`config.mk`:
```
export PLATFORM = sky130hd
export DESIGN_NAME = multicycle_ctrl
export DESIGN_NICKNAME = d
export VERILOG_FILES = /design/src/rtl/multicycle_ctrl.sv
export SDC_FILE = /design/constraint.sdc
export NUM_CORES = 1
export LEC_CHECK = 0
export ABC_AREA = 1
export CORE_MARGIN = 2
export CORE_UTILIZATION = 35
export DETAILED_ROUTE_END_ITERATION = 12
export GPL_ROUTABILITY_DRIVEN = 0
export GPL_TIMING_DRIVEN = 0
export PLACE_DENSITY = 0.61
export SYNTH_ARGS = -nofsm -noshare
export SYNTH_HDL_FRONTEND = slang
export SYNTH_SLANG_ARGS = --single-unit
export TNS_END_PERCENT = 20
```
`constraint.sdc`:
```
create_clock -name CLK -period 1.8 [get_ports CLK]
set_input_delay 0.18 -clock CLK [delete_from_list [all_inputs] [get_ports CLK]]
set_output_delay 0.18 -clock CLK [all_outputs]
set_load 0.05 [all_outputs]
```
`src/rtl/multicycle_ctrl.sv`:
```
// Multi-cycle control FSM for the single-issue MIPS-like core.
// It sequences every instruction through IF/ID/EXE/MEM/WB. It drives the PC
// write enable and source select, plus the register-file, ALU and data-memory
// enables. Exactly one PCWre pulse retires each instruction, and InstrCount
// counts those pulses.
// Optional build macro: CTRL_MEM_WAIT_EN adds a MemReady input. While MemReady
// is low, the FSM waits in MEM with the memory strobes held.

module multicycle_ctrl #(
   parameter int CNT_W = 32
) (
   input  logic             CLK,
   input  logic             Reset,
   input  logic [5:0]       OpCode,
   input  logic             Zero,
`ifdef CTRL_MEM_WAIT_EN
   input  logic             MemReady,
`endif
   output logic             PCWre,
   output logic [1:0]       PCSrc,
   output logic             IRWre,
   output logic             RegWre,
   output logic             RegDst,
   output logic             ALUSrcB,
   output logic [1:0]       ALUOp,
   output logic             MemRd,
   output logic             MemWr,
   output logic             DBDataSrc,
   output logic             Halted,
   output logic             IllegalOp,
   output logic [CNT_W-1:0] InstrCount
);

   typedef enum logic [2:0] {
      ST_IF   = 3'd0,
      ST_ID   = 3'd1,
      ST_EXE  = 3'd2,
      ST_MEM  = 3'd3,
      ST_WB   = 3'd4,
      ST_HALT = 3'd5
   } state_t;

   localparam logic [5:0] OP_RTYPE = 6'b000000;
   localparam logic [5:0] OP_ADDI  = 6'b000001;
   localparam logic [5:0] OP_J     = 6'b000010;
   localparam logic [5:0] OP_BEQ   = 6'b000100;
   localparam logic [5:0] OP_BNE   = 6'b000101;
   localparam logic [5:0] OP_LW    = 6'b100011;
   localparam logic [5:0] OP_SW    = 6'b101011;
   localparam logic [5:0] OP_HALT  = 6'b111111;

   localparam logic [1:0] SRC_SEQ    = 2'b00;
   localparam logic [1:0] SRC_JUMP   = 2'b10;

   state_t           state;
   state_t           next_state;
   logic [5:0]       op_q;
   logic             mem_ready;

   logic             pc_wre;
   logic [1:0]       pc_src;
   logic             ir_wre;
   logic             reg_wre;
   logic             reg_dst;
   logic             alu_src_b;
   logic [1:0]       alu_op;
   logic             mem_rd;
   logic             mem_wr;
   logic             db_data_src;
   logic             halted;
   logic             illegal_op;
   logic [CNT_W-1:0] instr_count;

`ifdef CTRL_MEM_WAIT_EN
   assign mem_ready = MemReady;
`else
   assign mem_ready = 1'b1;
`endif

   // State register and opcode latch; the opcode is only captured in IF.
   always_ff @(posedge CLK) begin
      if (Reset) begin
         state <= ST_IF;
         op_q  <= 6'd0;
      end else begin
         state <= next_state;
         if (state == ST_IF) begin
            op_q <= OpCode;
         end
      end
   end

   // Next-state and raw control decode from the current state and latched opcode.
   always_comb begin
      next_state  = state;
      pc_wre      = 1'b0;
      pc_src      = SRC_SEQ;
      ir_wre      = 1'b0;
      reg_wre     = 1'b0;
      reg_dst     = 1'b0;
      alu_src_b   = 1'b0;
      alu_op      = 2'b00;
      mem_rd      = 1'b0;
      mem_wr      = 1'b0;
      db_data_src = 1'b0;
      halted      = 1'b0;
      illegal_op  = 1'b0;

      case (state)
         ST_IF: begin
            ir_wre     = 1'b1;
            next_state = ST_ID;
         end

         ST_ID: begin
            case (op_q)
               OP_J: begin
                  pc_wre     = 1'b1;
                  pc_src     = SRC_JUMP;
                  next_state = ST_IF;
               end
               OP_HALT: begin
                  next_state = ST_HALT;
               end
               OP_RTYPE, OP_ADDI, OP_BEQ, OP_BNE, OP_LW, OP_SW: begin
                  next_state = ST_EXE;
               end
               default: begin
                  pc_wre     = 1'b1;
                  pc_src     = SRC_SEQ;
                  illegal_op = 1'b1;
                  next_state = ST_IF;
               end
            endcase
         end

         ST_EXE: begin
            case (op_q)
               OP_RTYPE:         alu_op = 2'b10;
               OP_BEQ, OP_BNE:   alu_op = 2'b01;
               default:          alu_op = 2'b00;
            endcase
            alu_src_b = (op_q == OP_ADDI) || (op_q == OP_LW) || (op_q == OP_SW);
            case (op_q)
               OP_BEQ: begin
                  pc_wre     = 1'b1;
                  pc_src     = {1'b0, Zero};
                  next_state = ST_IF;
               end
               OP_BNE: begin
                  pc_wre     = 1'b1;
                  pc_src     = {1'b0, ~Zero};
                  next_state = ST_IF;
               end
               OP_LW, OP_SW: begin
                  next_state = ST_MEM;
               end
               OP_RTYPE, OP_ADDI: begin
                  next_state = ST_WB;
               end
               default: begin
                  next_state = ST_IF;
               end
            endcase
         end

         ST_MEM: begin
            mem_rd = (op_q == OP_LW);
            mem_wr = (op_q == OP_SW);
            if (mem_ready) begin
               if (op_q == OP_SW) begin
                  pc_wre     = 1'b1;
                  pc_src     = SRC_SEQ;
                  next_state = ST_IF;
               end else begin
                  next_state = ST_WB;
               end
            end
         end

         ST_WB: begin
            reg_wre     = 1'b1;
            reg_dst     = (op_q == OP_RTYPE);
            db_data_src = (op_q == OP_LW);
            pc_wre      = 1'b1;
            pc_src      = SRC_SEQ;
            next_state  = ST_IF;
         end

         ST_HALT: begin
            halted     = 1'b1;
            next_state = ST_HALT;
         end

         default: begin
            next_state = ST_IF;
         end
      endcase
   end

   // Retired-instruction counter; it wraps silently and clears on reset.
   always_ff @(posedge CLK) begin
      if (Reset) begin
         instr_count <= '0;
      end else if (pc_wre) begin
         instr_count <= instr_count + CNT_W'(1);
      end
   end

   // Force every control output low while reset is held, whatever the state is.
   always_comb begin
      PCWre     = pc_wre      & ~Reset;
      PCSrc     = Reset ? 2'b00 : pc_src;
      IRWre     = ir_wre      & ~Reset;
      RegWre    = reg_wre     & ~Reset;
      RegDst    = reg_dst     & ~Reset;
      ALUSrcB   = alu_src_b   & ~Reset;
      ALUOp     = Reset ? 2'b00 : alu_op;
      MemRd     = mem_rd      & ~Reset;
      MemWr     = mem_wr      & ~Reset;
      DBDataSrc = db_data_src & ~Reset;
      Halted    = halted      & ~Reset;
      IllegalOp = illegal_op  & ~Reset;
   end

   assign InstrCount = instr_count;

endmodule

```
==> results.tsv <==
metric	value	unit
Bufs on Longest Clock Path	2	
VDD IR max	0.000402	V
dominant cell type by area after synthesis	dfxtp_1	
Final WS setup	-12.8	ps
asr flop ratio synth	0	%
Root Driver	clkbuf_8	
Slew HR	62.1	%
antenna violations before repair	0	
CTS H-Tree Depth	2	
number of cells after detailed placement	593	
first-pass GRT wire length	13200	µm
CTS clk-pin slew, worst paths	90	ps
layout cells sized above 1	18.4	%
max cap viols	0	
CTS tree	done	
Slew @ Worst Pin	569	ps
unrepaired setup endpoints after global routing	true	
largest net degree at the start of global routing	14	
Synth Cell Area	0.00269	mm²
HP Start	OpCode[3]	
grt total ovfl	0	
R2R Path End	InstrCount[26]$_SDFFE_PP0P_	
drt pass-1 iters	4	
max-slew violations	0	
R2R depth	10	
post-synth top area share	30.6	%
Layout Cells excl Fill	605	
vias in the first global route	2800	
final core utilization	49.8	%
Tot GR Track Use	19.6	%
Final period util	101	%
Via Count	3062	
Die Footprint	0.00839	mm²
Synth Warn #	0	
# setup viols final	1	
final wirelength	8270	µm
Final ANT Viol Nets	0	
Seq. cell area	845	µm²
Fmax	0.552	GHz
EDFF count, synth	0	
Worst Setup Start Kind	flop	
Leak Pwr	1.55	nW
Die X	91.6	µm
Synth cell types	25	
Hold Path End	op_q[3]$_SDFFE_PP0N_	
sequential element share of the synthesized area	30.6	%
Top FF cell, synth	dfxtp_1	
Pwr Density	652	mW/mm²
post-synthesis to final-layout area growth	35.8	%
DRT iter0 DRCs	196	
CP cell instances	nand2_4, nor2_4, nand3_2, nand2_2, nor2_4, buf_6, a21oi_4, buf_6	
slowest cell delay on critical path	420	ps
area of the core	0.00733	mm²
IO Port Bufs	53	
Hold Crit Depth	3	
Initial Util	36.6	%
critical path fanouts, max	7	
Via-to-Cell Ratio	5.06	
Die Ht	91.6	µm
Final Critical Period	1810	ps
nature of the critical path endpoint	output pin	
HP Class	input port to flop	
final net count	515	
Rows	31	
Reg-to-Reg Start	InstrCount[0]$_SDFFE_PP0P_	
most common cell after layout, fill and taps aside	nand2_1	
worst reg-to-reg setup slack	140	ps
syn_area_per_cell	6.09	µm²
CP max-delay cell	dfxtp_4	
Worst Path Required	1620	ps
critical path class	flop to output pin	
WL/cell	13.7	µm
flops & latches, synth	41	
Synth Net Count	451	
most frequent cells in the layout	136 x nand2_1, 65 x nor2_1, 42 x a21oi_1	
DRC	0	
TritonCTS buffer count	5	
failing checks	setup timing	
status	finished with violations	
Clock Latency Late Sink	300	ps
CTS Sinks	41	
Hold Vio Cnt, Final	0	
I/O pin count	55	
number of hold buffers added after cts	0	
main area contributors after synthesis	dfxtp_1 31%, nand2_1 20%, nor2_1 11%	
fillers	747	
Antenna diodes	0	
Post-Synthesis Cells	441	
Clock Skew	12.2	ps
multi-input combinational cell area	0.00181	mm²
final setup TNS	-12.8	ps
HPWL after detailed placement	6250	µm
Arr. time, crit path	1630	ps
[routing by layer]
layer | share of wire (%) | global-route usage, % | vias up
li1 | - | - | 1560
met1 | 44 | 23.5 | 1392
met2 | 49 | 34.1 | 93
met3 | 5.6 | 4.27 | 17
met4 | 2.2 | 7.58 | 0
met5 | 0 | 0 | -
[stage by stage]
stage	hold WS, ps	cell area [µm²]	power [mW]	setup WS (ps)
finish	491	3650	2.38	-12.8
global route	514	3650	2.49	-74.8
CTS	488	3530	2.34	-99.1
detailed placement	507	3350	1.55	-647
global placement	498	3350	1.54	-595
floorplan	347	2700	1.39	-203
[registers in the layout, summed over array words and instances, names as in the netlist]
signal      flops
op_q            6
InstrCount     32
state           3
[Yosys cell counts (2+ instances only)]
library cell / count
nand2_1: 145
a21oi_1: 43
clkbuf_1: 6
nor2_4: 2
buf_4: 3
inv_1: 14
buf_6: 3
nor3_1: 6
nand3_1: 39
o21ai_0: 7
inv_2: 8
xor2_1: 9
buf_2: 3
nand2_2: 2
nor2_2: 4
nand3b_1: 15
dfxtp_1: 41
nor2_1: 77
nand4_1: 3
xnor2_1: 6
[worst max-delay path: cells and delay by family, from the launching register on]
| kind | cells | cell delay, ps |
|---|---|---|
| flip-flops | 1 | 420 |
| AO/OA/AOI/OAI | 1 | 120 |
| AND/OR/NAND/NOR | 5 | 490 |
| buffers and inverters | 2 | 290 |
[logic make-up (layout without fill, tap and decap cells)]
logic type / count (synthesis) / in the layout / share of synthesized area, %
buffers and inverters: 37 / 102 / 6.57
AND/OR/NAND/NOR: 295 / 295 / 47.6
flip-flops: 41 / 41 / 30.6
adder cells (fa/ha/maj): 1 / 1 / 0.466
AO/OA/AOI/OAI: 52 / 52 / 9.92
XOR/XNOR: 15 / 15 / 4.89
[worst max-delay path by stage]
| stage | start | to | slack [ps] | cells after the start |
|---|---|---|---|---|
| after floorplan | InstrCount[0]$_SDFFE_PP0P_ | InstrCount[26]$_SDFFE_PP0P_ | -200 | 10 |
| after global placement | op_q[1]$_SDFFE_PP0N_ | PCWre | -600 | 8 |
| after detailed placement | op_q[1]$_SDFFE_PP0N_ | PCWre | -650 | 8 |
| after CTS | op_q[1]$_SDFFE_PP0N_ | PCWre | -100 | 8 |
| after global routing | op_q[1]$_SDFFE_PP0N_ | PCWre | -70 | 8 |
| final | op_q[1]$_SDFFE_PP0N_ | PCWre | -10 | 8 |
[timing repair]
action	CTS	global route
resized for setup	95	57
setup buffers	4	2
pin swaps	3	8
setup endpoints to repair	20	37
[power by group]
part / leakage [nW] / internal [mW] / switching, mW / total [mW]
registers: 0.337 / 0.950 / 0.0678 / 1.02
logic: 1.16 / 0.207 / 0.392 / 0.599
clock network: 0.0554 / 0.417 / 0.344 / 0.761
total: 1.55 / 1.57 / 0.804 / 2.38
[final cells by class]
type	instances	share of cell area [%]
Sequential cell	41	23.1
Clock buffer	6	1.99
Multi-Input combinational cell	363	49.6
Tap cell	99	3.40
Inverter	22	2.33
Clock inverter	2	1.06
Buffer	13	2.54
Timing Repair Buffer	59	15.9
No activity file was read; power rests on OpenSTA's default activity.
